**config.mk**
```make
export PLATFORM = sky130hd
export DESIGN_NAME = gpr_access_sequencer
export DESIGN_NICKNAME = d
export VERILOG_FILES = /design/src/rtl/gpr_pkg.sv /design/src/rtl/gpr_strobe_decode.sv /design/src/rtl/gpr_access_sequencer.sv
export SDC_FILE = /design/constraint.sdc
export NUM_CORES = 1
export LEC_CHECK = 0
export ABC_AREA = 0
export BUFFER_PORTS_ARGS = -buffer_cell sky130_fd_sc_hd__buf_4
export CAP_MARGIN = 20
export CORE_MARGIN = 1.5
export CORE_UTILIZATION = 48
export CTS_BUF_LIST = sky130_fd_sc_hd__clkbuf_8
export DETAILED_ROUTE_END_ITERATION = 7
export HOLD_SLACK_MARGIN = 0.15
export PLACE_DENSITY = 0.83
export SLEW_MARGIN = 20
export SYNTH_ARGS = -nofsm -noshare
export SYNTH_HDL_FRONTEND = slang
export SYNTH_HIERARCHICAL = 1
export SYNTH_SLANG_ARGS = --single-unit
```
**constraint.sdc**
```tcl
create_clock -name clk_i -period 2.4 [get_ports clk_i]
set_input_delay 0.24 -clock clk_i [delete_from_list [all_inputs] [get_ports clk_i]]
set_output_delay 0.24 -clock clk_i [all_outputs]
set_load 0.01 [all_outputs]
```
**src/rtl/gpr_pkg.sv**
```systemverilog
// Shared types for the GPR access sequencer: op codes, register selectors, FSM states,
// and the strobe bundle that the decoder drives.
package gpr_pkg;

  typedef enum logic [1:0] {
    OP_READ   = 2'd0,
    OP_WRITE  = 2'd1,
    OP_ALU_WB = 2'd2,
    OP_MOVE   = 2'd3
  } op_e;

  localparam logic [1:0] SEL_X   = 2'd0;
  localparam logic [1:0] SEL_Y   = 2'd1;
  localparam logic [1:0] SEL_ACC = 2'd2;

  typedef enum logic [1:0] {
    StIdle = 2'd0,
    StExec = 2'd1,
    StResp = 2'd2,
    StMvWr = 2'd3
  } state_e;

  typedef struct packed {
    logic write_x;
    logic write_y;
    logic write_acc;
    logic save_alu;
    logic read_x;
    logic read_y;
  } strobe_t;

endpackage

```
**src/rtl/gpr_strobe_decode.sv**
```systemverilog
// Combinational decode of (phase, op, register) into the one-hot register file strobes.
module gpr_strobe_decode
  import gpr_pkg::*;
#(
  parameter int unsigned SEL_W = 2
) (
  input  state_e           phase_i,
  input  op_e              op_i,
  input  logic [SEL_W-1:0] reg_i,
  input  logic [SEL_W-1:0] src_i,
  input  logic             illegal_i,
  output strobe_t          strb_o
);

  always_comb begin
    strb_o = '0;
    if (!illegal_i) begin
      unique case (phase_i)
        StExec: begin
          case (op_i)
            OP_WRITE: begin
              strb_o.write_x   = (reg_i == SEL_W'(SEL_X));
              strb_o.write_y   = (reg_i == SEL_W'(SEL_Y));
              strb_o.write_acc = (reg_i == SEL_W'(SEL_ACC));
            end
            OP_ALU_WB: strb_o.save_alu = 1'b1;
            OP_READ: begin
              strb_o.read_x = (reg_i == SEL_W'(SEL_X));
              strb_o.read_y = (reg_i == SEL_W'(SEL_Y));
            end
            OP_MOVE: begin
              strb_o.read_x = (src_i == SEL_W'(SEL_X));
              strb_o.read_y = (src_i == SEL_W'(SEL_Y));
            end
            default: ;
          endcase
        end
        StMvWr: begin
          strb_o.write_x   = (reg_i == SEL_W'(SEL_X));
          strb_o.write_y   = (reg_i == SEL_W'(SEL_Y));
          strb_o.write_acc = (reg_i == SEL_W'(SEL_ACC));
        end
        default: ;
      endcase
    end
  end

endmodule

```
**src/rtl/gpr_access_sequencer.sv**
```systemverilog
// Initiator for the GPR file: one request at a time -> timed single-cycle strobes + read response.
// Define GPR_SEQ_MOVE_EN to build the register-to-register MOVE path (otherwise MOVE is illegal).
module gpr_access_sequencer
  import gpr_pkg::*;
#(
  parameter int unsigned DATA_W = 16,
  parameter int unsigned SEL_W  = 2
) (
  input  logic              clk_i,
  input  logic              rst_i,
  input  logic              req_valid_i,
  output logic              req_ready_o,
  input  logic [1:0]        req_op_i,
  input  logic [SEL_W-1:0]  req_reg_i,
  input  logic [SEL_W-1:0]  req_src_i,
  input  logic [DATA_W-1:0] req_data_i,
  output logic              rsp_valid_o,
  input  logic              rsp_ready_i,
  output logic [DATA_W-1:0] rsp_data_o,
  output logic              err_o,
  output logic [DATA_W-1:0] rf_data_in_o,
  output logic [DATA_W-1:0] rf_data_in_acc_mem_o,
  output logic [DATA_W-1:0] rf_data_in_acc_alu_o,
  output logic              rf_write_x_o,
  output logic              rf_write_y_o,
  output logic              rf_write_acc_o,
  output logic              rf_save_after_alu_o,
  output logic              rf_read_x_o,
  output logic              rf_read_y_o,
  input  logic [DATA_W-1:0] rf_data_out_i,
  input  logic [DATA_W-1:0] rf_data_out_acc_i
);

  state_e            state_q, state_d;
  op_e               op_q;
  logic [SEL_W-1:0]  reg_q, src_q;
  logic [DATA_W-1:0] data_q, rsp_q;
  logic              illegal_q;
  logic              accept, req_legal, reg_ok;
  logic [SEL_W-1:0]  rd_sel;
  logic [DATA_W-1:0] rd_val, wr_data;
  strobe_t           strb;

`ifdef GPR_SEQ_MOVE_EN
  logic [DATA_W-1:0] mv_q;
  logic              src_ok;
`endif

  assign req_ready_o = (state_q == StIdle);
  assign accept      = req_valid_i && req_ready_o;

  always_comb begin
    req_legal = 1'b0;
    reg_ok    = (req_reg_i <= SEL_W'(SEL_ACC));
`ifdef GPR_SEQ_MOVE_EN
    src_ok    = (req_src_i <= SEL_W'(SEL_ACC));
`endif
    case (op_e'(req_op_i))
      OP_READ, OP_WRITE: req_legal = reg_ok;
      OP_ALU_WB:         req_legal = (req_reg_i == SEL_W'(SEL_ACC));
`ifdef GPR_SEQ_MOVE_EN
      OP_MOVE:           req_legal = reg_ok && src_ok && (req_src_i != req_reg_i);
`else
      OP_MOVE:           req_legal = 1'b0;
`endif
      default:           req_legal = 1'b0;
    endcase
  end

  always_comb begin
    state_d = state_q;
    unique case (state_q)
      StIdle: if (accept) state_d = StExec;
      StExec: begin
        if (illegal_q)              state_d = StIdle;
        else if (op_q == OP_READ)   state_d = StResp;
`ifdef GPR_SEQ_MOVE_EN
        else if (op_q == OP_MOVE)   state_d = StMvWr;
`endif
        else                        state_d = StIdle;
      end
      StResp: if (rsp_ready_i) state_d = StIdle;
      StMvWr: state_d = StIdle;
      default: state_d = StIdle;
    endcase
  end

  // ACC has its own read port and needs no select; X/Y share rf_data_out.
  assign rd_sel = (op_q == OP_MOVE) ? src_q : reg_q;
  assign rd_val = (rd_sel == SEL_W'(SEL_ACC)) ? rf_data_out_acc_i : rf_data_out_i;

  always_ff @(posedge clk_i) begin
    if (rst_i) begin
      state_q   <= StIdle;
      op_q      <= OP_READ;
      reg_q     <= '0;
      src_q     <= '0;
      data_q    <= '0;
      illegal_q <= 1'b0;
      rsp_q     <= '0;
`ifdef GPR_SEQ_MOVE_EN
      mv_q      <= '0;
`endif
    end else begin
      state_q <= state_d;
      if (accept) begin
        op_q      <= op_e'(req_op_i);
        reg_q     <= req_reg_i;
        src_q     <= req_src_i;
        data_q    <= req_data_i;
        illegal_q <= !req_legal;
      end
      if (state_q == StExec && !illegal_q && op_q == OP_READ) rsp_q <= rd_val;
`ifdef GPR_SEQ_MOVE_EN
      if (state_q == StExec && !illegal_q && op_q == OP_MOVE) mv_q <= rd_val;
`endif
    end
  end

  gpr_strobe_decode #(
    .SEL_W (SEL_W)
  ) u_decode (
    .phase_i   (state_q),
    .op_i      (op_q),
    .reg_i     (reg_q),
    .src_i     (src_q),
    .illegal_i (illegal_q),
    .strb_o    (strb)
  );

`ifdef GPR_SEQ_MOVE_EN
  assign wr_data = (state_q == StMvWr) ? mv_q : data_q;
`else
  assign wr_data = data_q;
`endif

  assign rf_write_x_o         = strb.write_x;
  assign rf_write_y_o         = strb.write_y;
  assign rf_write_acc_o       = strb.write_acc;
  assign rf_save_after_alu_o  = strb.save_alu;
  assign rf_read_x_o          = strb.read_x;
  assign rf_read_y_o          = strb.read_y;
  assign rf_data_in_o         = (strb.write_x || strb.write_y) ? wr_data : '0;
  assign rf_data_in_acc_mem_o = strb.write_acc ? wr_data : '0;
  assign rf_data_in_acc_alu_o = strb.save_alu ? data_q : '0;

  assign rsp_valid_o = (state_q == StResp);
  assign rsp_data_o  = rsp_valid_o ? rsp_q : '0;
  assign err_o       = (state_q == StExec) && illegal_q;

endmodule

```
=== Yosys cells after proc, flatten, opt, wreduce, memory -nomap -nowiden ===
Index checks and enable logic that the tools add are counted.

* Reductions and logical operators: 14
* Mux-type cells: 18
* Equality and inequality tests: 16
* Order comparisons: 1

{| class="wikitable"
|+ Operators with widths
! operator !! number
|-
| 16-bit two-way mux || 5
|-
| 2-bit equality test (second input constant) || 9
|-
| 2-bit by 1-bit equality test with 1-bit output (second input constant) || 5
|-
| 2-bit logical NOT || 5
|-
| 2-bit two-way mux || 5
|-
| 2-bit one-hot mux with 4 select lines || 1
|-
| 3-bit two-way mux || 2
|-
| 6-bit two-way mux || 1
|-
| 3-bit one-hot mux with 2 select lines || 1
|-
| 1-bit logical AND || 4
|-
| 2-bit by 1-bit inequality test with 1-bit output (second input constant) || 2
|-
| 2-bit one-hot mux with 2 select lines || 1
|-
| 1-bit one-hot mux with 3 select lines || 1
|-
| 2-bit less-or-equal comparator (second input constant) || 1
|-
| 1-bit logical NOT || 2
|-
| 2-bit AND reduction || 1
|-
| 2-bit OR reduction || 1
|-
| 1-bit logical OR || 1
|-
| 1-bit two-way mux || 1
|}

* Logic and storage cells: 56
* Register bits after elaboration: 41

=== Longest topological paths before layout ===
Gate-level depths: netlist of run 1.

* Depth in word-level cells: 6
* Depth in mapped cells: 7
* Mapped depth without buffers: 6

=== By module ===
The synthesis of run 1 kept the hierarchy.

{| class="wikitable"
|+ By module, submodules not included
! module !! cells an instance !! area an instance (um^2) !! instances !! seq. area each (um^2)
|-
| gpr_access_sequencer || 323 || 2571.2 || 1 || 820.8
|-
| gpr_strobe_decode || 18 || 155.1 || 1 || 0.0
|}

=== Least setup slack after synthesis of run 1 ===
Ideal clock, no wire load.

* Path type: register -> output
* Start point: reg op_q[0]
* End point: out rf_data_in_acc_mem_o[10]
* Slack: 239 ps
* Stages on the path, launching flop included: 6
* Arrival: 1921 ps
* Path through: dfxtp_1 > ha_1 > nor2_1 > nor4b_1 > clkbuf_1 > and2_1

* Longest elaborated chain between the ends: 5

{| class="wikitable"
|+ RTL lines
! what !! line !! source
|-
| from (decl) || gpr_access_sequencer.sv:35 || <nowiki>op_e op_q;</nowiki>
|-
| from (signal assigned) || gpr_access_sequencer.sv:107 || <nowiki>op_q <= op_e'(req_op_i);</nowiki>
|-
| 2-bit by 1-bit equality test with 1-bit output || gpr_strobe_decode.sv:20 || <nowiki>case (op_i)</nowiki>
|-
| 3-bit two-way mux || gpr_strobe_decode.sv:20 ||
|-
| 3-bit one-hot mux with 2 select lines || gpr_strobe_decode.sv:18 || <nowiki>unique case (phase_i)</nowiki>
|-
| 6-bit two-way mux || gpr_strobe_decode.sv:17 || <nowiki>if (!illegal_i) begin</nowiki>
|-
| named net rf_write_acc_o || gpr_access_sequencer.sv:26 || <nowiki>output logic rf_write_acc_o,</nowiki>
|-
| 16-bit two-way mux || gpr_access_sequencer.sv:144 || <nowiki>assign rf_data_in_acc_mem_o = strb.write_acc ? wr_data : '0;</nowiki>
|-
| to (decl) || gpr_access_sequencer.sv:22 || <nowiki>output logic [DATA_W-1:0] rf_data_in_acc_mem_o,</nowiki>
|}

The timed path passes the listed nets, and every way through them passes these cells.

=== Worst setup path in the final report of run 1 ===
* Start point: reg op_q[0]
* End point: out rf_data_in_o[0]

* Longest elaborated chain between the ends: 6

{| class="wikitable"
|+ RTL lines
! what !! line !! source
|-
| 2-bit by 1-bit equality test with 1-bit output || gpr_strobe_decode.sv:20 ||
|-
| 3-bit two-way mux || gpr_strobe_decode.sv:20 ||
|-
| 3-bit one-hot mux with 2 select lines || gpr_strobe_decode.sv:18 ||
|-
| 6-bit two-way mux || gpr_strobe_decode.sv:17 ||
|-
| 1-bit logical OR || gpr_access_sequencer.sv:143 || <nowiki>assign rf_data_in_o = (strb.write_x || strb.write_y) ? wr_data : '0;</nowiki>
|-
| 16-bit two-way mux || gpr_access_sequencer.sv:143 ||
|-
| to (decl) || gpr_access_sequencer.sv:21 || <nowiki>output logic [DATA_W-1:0] rf_data_in_o,</nowiki>
|}

Every way passes these cells.

==> impl_metrics.py, run 1 <==
metrics = {
    "run_status": {
        "status": "completed",
    },
    "yosys": {
        "ys_types": 31,
        "synth.net_count": 403,
        "synth_area_per_cell_sq_um": 8.00,
        "synth_seq_cells": 41,
        "synth_ff_type": "dfxtp_1",
        "synthesis.area_sq_um": 2730,
        "async_reset_ff_share_pct": 0,
        "yosysWarnings": 6,
        "postSynthCellCount": 341,
        "synth_seq_area_share_pct": 30.1,
        "synth_edf_count": 0,
    },
    "cells_and_area": {
        "area_growth_pct": 36.3,
        "postLayoutCoreUtil_pct": 67.5,
        "layout_commonest_cell": "buf_4",
        "layout_common_cells": "buf_4, and2_1, nor4_1",
        "final_nets": 512,
        "fill_cells": 472,
        "antenna_cells": 0,
        "final_layout_size_suffix_gt1_share_pct": 35.1,
    },
    "sta": {
        "hold_viol_final": 0,
        "relSlewSlack_pct": 30.9,
        "fin_skew_ns": 0.00647,
        "final_max_slew_viol_count": 0,
        "setup_violations": 0,
        "fin_crit_ns": 2.31,
        "fmax_ghz": 0.432,
        "period_share_pct": 96.3,
        "tightest_slew_ns": 1.04,
    },
    "place": {
        "portBuffers": 130,
        "hpwl_um": 5140,
        "place_congestion": 0.843,
    },
    "worst_setup_path": {
        "crit_buf_inv": 1,
        "cp.required_ns": 2.16,
        "max_stage_delay_ns": 0.54,
        "path_max_fanout": 16,
        "crit_arrival_ns": 2.07,
        "critPathTopFamily": "simple AND/OR/NAND/NOR gates",
        "crit_path_start_kind": "register",
        "r2r_cells": 3,
        "critPathKind": "reg2out",
        "cp_slowest_cell": "nor4_1",
        "worst-path-stages": 6,
        "crit_path_end_kind": "output port",
        "crit_chain": "ha_1 -> nor2_1 -> nor4_1 -> nor2_4 -> nor2b_1 -> buf_4",
    },
    "cts": {
        "cts_tree": "done",
        "cts_resized": 2,
        "cts.sinks": 41,
        "hold_buffers": 0,
        "clock_path_buffers": 2,
        "htreeDepth": 2,
        "clk_pin_slew_ns": 0.08,
        "cts_setup_buffers": 0,
        "insertion_delay_ns": 0.29,
        "cts_root_buf": "clkbuf_8",
        "cts_made_buffers": 5,
    },
    "route": {
        "detail_route.first_pass.iterations": 4,
        "vias": 2814,
        "postRouteAntennaNets": 0,
        "drc": 0,
        "avgViaCountPerCell": 5.39,
        "drt-total-wl_um": 7250,
        "drt-initial-drc-count": 88,
        "post_drt_wl_per_cell_um": 13.9,
    },
    "floorplanning": {
        "core-area_sq_um": 5510,
        "start_util_pct": 49.5,
        "fp-row-count": 27,
        "die-area_sq_um": 6140,
        "die_w_um": 78.4,
        "pin_count": 131,
        "die_h_um": 78.4,
    },
    "grt": {
        "antenna_found_initial": 0,
        "grt_pass1_vias": 2621,
        "grt_pass1_wl_um": 11800,
        "grt_max_degree": 42,
        "grt_usage_pct": 23.6,
        "overflow": 0,
    },
    "pwr": {
        "total_power_w": 0.00157,
        "leakage_nw": 1.58,
        "ir_worst_vdd_mv": 0.215,
        "p_per_area_nw_per_um2": 423,
    },
    "hold_path": {
        "holdPathStages": 3,
        "hold_path_class": "in2reg",
    },
    "job": {
        "cap_violations": 0,
    },
}
-- metal layers --
layer  track usage (%)  up-vias  part of all wire, %
met5                 0        -                    0
met3              6.74        7                  9.3
li1                  -     1406                    -
met4              6.79        0                 0.91
met1              26.6     1265                   40
met2              43.1      136                   50
-- synthesized netlist by cell type, types with 3 or more instances --
cell type / number / area (sq um)
a21oi_1: 37 / 185
and2_1: 49 / 307
buf_2: 10 / 50.1
buf_4: 4 / 30.0
buf_6: 13 / 146
clkbuf_1: 8 / 30.0
dfxtp_1: 41 / 821
ha_1: 4 / 50.1
inv_1: 3 / 11.3
nand2_1: 43 / 161
nand2b_1: 3 / 18.8
nor2_1: 6 / 22.5
nor2b_1: 19 / 119
nor4_1: 48 / 300
or3b_1: 32 / 280
or3b_2: 3 / 26.3
-- worst paths after layout --
path | start | endpoint | slack [ns]
worst max-delay path | op_q[0] | rf_data_in_o[0] | 0.09
worst min-delay path | req_data_i[2] | data_q[2] | 0.19
worst max register to register | op_q[0] | rsp_q[2] | 0.55
worst min register to register | data_q[10] | data_q[10] | 0.48
-- layout make-up --
class | count | area (sq um) | area share [%]
Inverter | 3 | 11.3 | 0.303
Clock inverter | 1 | 3.75 | 0.101
Timing Repair Buffer | 139 | 1060 | 28.4
Tap cell | 72 | 90.1 | 2.43
Multi-Input combinational cell | 260 | 1650 | 44.4
Sequential cell | 41 | 821 | 22.1
Clock buffer | 6 | 82.6 | 2.22
-- per-stage QoR --
step	setup slack [ns]	setup TNS, ns	area [sq um]	hold slack (ns)	instances
3_3_place_gp	0.294	0	3600	0.460	515
5_1_grt	-0.0399	-0.231	3710	0.198	522
2_1_floorplan	0.239	0	2730	0.376	341
4_1_cts	0.0414	0	3690	0.181	522
3_5_place_dp	0.167	0	3600	0.468	515
6_report	0.0876	0	3710	0.189	522
-- cell families after synthesis --
group,count (synthesis),share of synthesized area (%)
AND/OR/NAND/NOR,214,49.2
AO/OA/AOI/OAI,42,8.81
flip-flops,41,30.1
buffers and inverters,40,10.1
adder cells (fa/ha/maj),4,1.84
-- state kept, by name, indices dropped and copies added (netlist names) --
signal	cells
src_q	2
op_q	2
reg_q	2
rsp_q	16
data_q	16
illegal_q	1
state_q	2
-- worst reg2reg max path: stages, from the launching register on --
cell and delay [ns]:
dfxtp_1 0.47, or2_1 0.84, nor4_1 0.15, nor4_1 0.30
-- where the power goes --
| part | internal (W) | switching [W] |
|---|---|---|
| Combinational | 0.000165 | 0.000194 |
| Clock | 0.000224 | 0.000220 |
| Sequential | 0.000729 | 0.0000370 |
Note: power is estimated with default switching activity, not from simulation.
==> inputs of run 2 (changes only) <==
==> constraint.sdc (replaced) <==
create_clock -name clk_i -period 2.4 [get_ports clk_i]
set_input_delay 0.36 -clock clk_i [delete_from_list [all_inputs] [get_ports clk_i]]
set_output_delay 0.36 -clock clk_i [all_outputs]
set_load 0.01 [all_outputs]
==> run 2 against run 1 <==
Design area increased by 2.2%. Utilization is 1.5 points higher. Wire length rose by 7.2%. First-iteration DRC count rose by 66%. Sequential power is essentially flat. Worst setup slack got worse by 0.0047 ns. Sequential share of layout area shrank 0.45 points. Critical path depth down 1. Cell count rose by 0.96%. Global-route usage up 1.3 points. Register-to-register slack got worse by 0.02 ns. Critical path type unchanged. Highest routed layer unchanged.
==> impl_metrics.py, run 2 (synthesized netlist as in run 1, its figures left out) <==
metrics = {
    "route": {
        "postRouteAntennaNets": 0,
        "post_drt_wl_per_cell_um": 14.7,
        "drt-total-wl_um": 7770,
        "avgViaCountPerCell": 5.41,
        "drt-initial-drc-count": 146,
        "drc": 0,
        "detail_route.first_pass.iterations": 4,
        "vias": 2850,
    },
    "cells_and_area": {
        "top_regs": "data_q x16, rsp_q x16",
        "final_nets": 516,
        "layout_common_cells": "buf_4, and2_1, nor4_1",
        "layout_commonest_cell": "buf_4",
        "area_growth_pct": 39.3,
        "antenna_cells": 0,
        "final_layout_size_suffix_gt1_share_pct": 36.5,
    },
    "sta": {
        "fin_skew_ns": 0.00665,
        "fmax_ghz": 0.432,
        "final_max_slew_viol_count": 0,
        "fin_crit_ns": 2.32,
        "setup_violations": 0,
        "hold_viol_final": 0,
        "period_share_pct": 96.5,
        "rsz0062_at_grt": "false",
        "finalWorstSetupSlack_ns": 0.0830,
        "relSlewSlack_pct": 28.5,
        "tightest_slew_ns": 1.07,
        "fin_tns_setup_ns": 0,
    },
    "cts": {
        "htreeDepth": 2,
        "clk_pin_slew_ns": 0.08,
        "cts_root_buf": "clkbuf_8",
        "cts_made_buffers": 5,
        "cts_tree": "done",
        "clock_path_buffers": 2,
        "cts.sinks": 41,
        "insertion_delay_ns": 0.30,
    },
    "floorplanning": {
        "die_w_um": 78.4,
        "fp-row-count": 27,
        "core-area_sq_um": 5510,
        "pin_count": 131,
        "start_util_pct": 49.5,
        "die_h_um": 78.4,
        "die-area_sq_um": 6140,
    },
    "pwr": {
        "power.switching_w": 0.000484,
        "ir_worst_vdd_mv": 0.245,
        "leakage_nw": 1.62,
        "pwr-share-seq_pct": 48.2,
        "pwr-share-clk_pct": 27.6,
        "intPower_w": 0.00110,
        "sw_frac_of_total_pct": 30.5,
        "p_per_area_nw_per_um2": 418,
        "p_comb_share_pct": 24.2,
    },
    "grt": {
        "overflow": 0,
        "grt_max_degree": 42,
        "grt_usage_pct": 24.9,
        "grt_pass1_wl_um": 12500,
        "antenna_found_initial": 0,
        "grt_pass1_vias": 2668,
    },
    "worst_setup_path": {
        "crit_buf_inv": 2,
        "critPathTopFamily": "compound AO/OA/AOI/OAI gates",
        "max_stage_delay_ns": 0.39,
        "critPathKind": "reg2out",
        "cp.required_ns": 2.04,
        "cp_slowest_cell": "a2111oi_2",
        "crit_chain": "buf_12 -> ha_1 -> or3b_1 -> a2111oi_2 -> buf_4",
        "crit_path_end_kind": "output port",
        "path_max_fanout": 18,
        "crit_arrival_ns": 1.96,
        "r2r_cells": 4,
        "crit_path_start_kind": "register",
        "worst-path-stages": 5,
    },
    "hold_path": {
        "holdPathStages": 3,
        "hold_path_class": "in2reg",
    },
    "job": {
        "cap_violations": 0,
    },
    "place": {
        "place_congestion": 0.838,
        "hpwl_um": 5290,
        "pre_cts_ws_ns": 0.0573,
        "portBuffers": 130,
    },
    "run_status": {
        "status": "completed",
    },
}
-- run 2: per-stage QoR --
step	cell area, sq um	utilization (%)	std cells	hold slack, ns	power (W)
floorplan	2730	-	341	0.440	0.00104
global placement	3620	65.7	517	0.460	0.00113
detailed placement	3620	65.7	517	0.463	0.00114
CTS	3770	68.4	526	0.300	0.00159
global route	3800	69.0	527	0.305	0.00167
finish	3800	69.0	527	0.302	0.00159
-- run 2: power groups by stage --
stage	registers (W)	clock network, W	logic (W)
floorplan	0.000770	0	0.000267
global placement	0.000777	0	0.000352
global route	0.000773	0.000478	0.000424
finish	0.000766	0.000439	0.000384
detailed placement	0.000779	0	0.000362
CTS	0.000765	0.000447	0.000379
-- run 2: cell type report --
class / instances / area [sq um]
clock inverter: 3 / 13.8
fill: 470 / 1710
inverter: 3 / 11.3
multi-input combinational: 260 / 1670
timing repair buffer: 143 / 1120
sequential: 41 / 822
tap: 72 / 90.1
clock buffer: 5 / 68.8
-- run 2: worst paths after layout --
| kind | from | slack (ns) | to |
|---|---|---|---|
| min | req_data_i[1] | 0.30 | data_q[1] |
| max | op_q[1] | 0.08 | rf_read_x_o |
| max reg2reg | state_q[1] | 0.53 | illegal_q |
| min reg2reg | data_q[15] | 0.48 | data_q[15] |
-- run 2: what timing repair did --
action                                 4_1_cts  5_1_grt
resized for setup                            8        2
endpoints found under the hold margin        0        0
setup buffers                                0        1
pin swaps                                    1        1
gates cloned                                 1        0
hold buffers                                 0        0
setup endpoints to repair                   18       27
-- run 2: per-layer routing --
metal	vias to the layer above	part of all wire (%)	wire length, um	track usage (%)
met2	133	50	3920	44.0
met3	12	8.8	685	6.05
met1	1294	39	3060	29.9
met4	0	1.3	102	6.96
li1	1411	-	-	-
met5	-	0	0	0
-- run 2: worst register-to-register path, cell delays in order (launching register included) --
cell	delay, ns
dfxtp_1	0.32
buf_4	0.24
or3b_1	0.75
a221oi_2	0.36
nor3_1	0.08
==> inputs of run 3 (changes only) <==
- CORE_UTILIZATION: 48 -> 52
- PLACE_DENSITY: 0.83 -> 0.89
- clock period: 2.4 -> 2.95 ns (I/O delays scaled with it)
==> run 3 against run 2 <==
Sequential share of layout area up 0.73 points. Critical endpoint unchanged. Largest power group unchanged. First-iteration DRC count down 9.6%. Clock power shrank 25%. Utilization increased by 3.3 points. Via count shrank 0.11%. Power decreased by 22%. Non-clock buffer count shrank 5. Design area shrank 3.4%.
==> impl_metrics.py, run 3 (synthesized netlist as in run 1, its figures left out) <==
metrics = {
    "sta": {
        "period_share_pct": 88.1,
        "hold_viol_final": 0,
        "finalWorstSetupSlack_ns": 0.352,
        "fin_tns_setup_ns": 0,
        "fmax_ghz": 0.385,
        "setup_violations": 0,
        "final_max_slew_viol_count": 0,
        "fin_hold_ws_ns": 0.404,
        "relSlewSlack_pct": 30.1,
        "fin_crit_ns": 2.60,
        "tightest_slew_ns": 1.05,
        "fin_skew_ns": 0.00737,
        "rsz0062_at_grt": "false",
    },
    "worst_setup_path": {
        "worst-path-stages": 5,
        "crit_chain": "buf_4 -> ha_1 -> or3b_1 -> a2111oi_2 -> buf_4",
        "startpoint": "op_q[1]",
        "r2r_cells": 3,
        "critPathTopFamily": "buffers and inverters",
        "cp_common_cell": "buf_4",
        "critPathKind": "reg2out",
        "path_max_fanout": 36,
        "endpoint": "rf_read_x_o",
        "cp.required_ns": 2.51,
        "max_stage_delay_ns": 0.37,
        "r2r_slack_ns": 1.03,
        "crit_buf_inv": 2,
        "crit_path_start_kind": "register",
        "crit_arrival_ns": 2.16,
        "r2r_start": "op_q[0]",
        "cp_slowest_cell": "a2111oi_2",
        "crit_path_end_kind": "output port",
        "r2r-end": "rsp_q[9]",
    },
    "route": {
        "drt-initial-drc-count": 132,
        "drc": 0,
        "post_drt_wl_per_cell_um": 14.6,
        "avgViaCountPerCell": 5.50,
        "drt-total-wl_um": 7540,
        "detail_route.first_pass.iterations": 4,
        "postRouteAntennaNets": 0,
        "vias": 2847,
    },
    "place": {
        "pre_cts_ws_ns": 0.479,
        "portBuffers": 130,
        "hpwl_um": 5400,
        "place_congestion": 0.789,
    },
    "cells_and_area": {
        "area_growth_pct": 34.6,
        "final_nets": 511,
        "layout_common_cells": "buf_4, and2_1, nor4_1",
        "antenna_cells": 0,
        "layout_commonest_cell": "buf_4",
        "final_layout_size_suffix_gt1_share_pct": 34.8,
        "top_regs": "data_q x16, rsp_q x16",
        "fill_cells": 448,
    },
    "cts": {
        "cts_made_buffers": 5,
        "htreeDepth": 2,
        "cts_resized": 0,
        "hold_buffers": 0,
        "cts_setup_buffers": 0,
        "clk_pin_slew_ns": 0.07,
        "cts.sinks": 41,
        "clock_path_buffers": 2,
        "insertion_delay_ns": 0.29,
        "cts_root_buf": "clkbuf_8",
        "cts_tree": "done",
    },
    "floorplanning": {
        "die-area_sq_um": 5690,
        "fp-row-count": 26,
        "die_w_um": 75.4,
        "start_util_pct": 53.7,
        "pin_count": 131,
        "core-area_sq_um": 5070,
        "die_h_um": 75.4,
    },
    "pwr": {
        "p_per_area_nw_per_um2": 340,
        "sw_frac_of_total_pct": 29.5,
        "ir_worst_vdd_mv": 0.263,
        "intPower_w": 0.000880,
        "p_comb_share_pct": 23.4,
        "pwr-share-seq_pct": 50.1,
        "power.switching_w": 0.000367,
        "pwr-share-clk_pct": 26.5,
        "leakage_nw": 1.56,
    },
    "grt": {
        "overflow": 0,
        "grt_pass1_wl_um": 11600,
        "grt_usage_pct": 26.2,
        "antenna_found_initial": 0,
        "grt_pass1_vias": 2552,
        "grt_max_degree": 42,
    },
    "hold_path": {
        "hold_path_class": "in2reg",
    },
    "run_status": {
        "status": "completed",
    },
    "job": {
        "cap_violations": 0,
    },
}
[run 3: per-layer routing]
layer,GRT usage (%),vias to the layer above,share of wire (%)
met5,0,-,0
met4,7.14,0,1.1
met3,5.95,9,8.2
met2,46.5,136,51
met1,31.8,1297,40
li1,-,1405,-
[run 3: worst min path at each step]
stage                     slack (ns)          start        end  depth (start not counted)
final                           0.40  req_data_i[2]  data_q[2]                          3
after detailed placement        0.47      data_q[7]  data_q[7]                          2
after CTS                       0.40  req_data_i[2]  data_q[2]                          3
after global routing            0.40  req_data_i[4]  data_q[4]                          3
after floorplan                 0.44       src_q[1]   src_q[1]                          2
after global placement          0.46       src_q[1]   src_q[1]                          2
[run 3: stage by stage]
stage | power, W | instance area [sq um] | utilization (%) | std cells
5_1_grt | 0.00132 | 3670 | 72.3 | 518
2_1_floorplan | 0.000844 | 2730 | - | 341
3_3_place_gp | 0.000913 | 3590 | 70.8 | 512
6_report | 0.00125 | 3670 | 72.3 | 518
3_5_place_dp | 0.000927 | 3590 | 70.8 | 512
4_1_cts | 0.00126 | 3670 | 72.2 | 518
[run 3: power groups by stage]
stage	Combinational, W	Sequential [W]	Clock, W
after global placement	0.000280	0.000633	0
after floorplan	0.000217	0.000627	0
after detailed placement	0.000291	0.000636	0
final	0.000292	0.000625	0.000331
after global routing	0.000324	0.000630	0.000366
after CTS	0.000292	0.000624	0.000341
[run 3: cell type report]
| cell class | count | area (sq um) | area share, % |
|---|---|---|---|
| clock inverter | 1 | 5.00 | 0.136 |
| tap | 70 | 87.6 | 2.39 |
| sequential | 41 | 821 | 22.4 |
| timing repair buffer | 138 | 1040 | 28.2 |
| clock buffer | 5 | 68.8 | 1.88 |
| multi-input combinational | 260 | 1640 | 44.7 |
| inverter | 3 | 11.3 | 0.307 |
[run 3: worst reg2reg max path, cell delays in order, from the launching register on]
cell,delay (ns)
dfxtp_1,0.47
or2_1,0.85
nor4_1,0.22
nor4_1,0.31
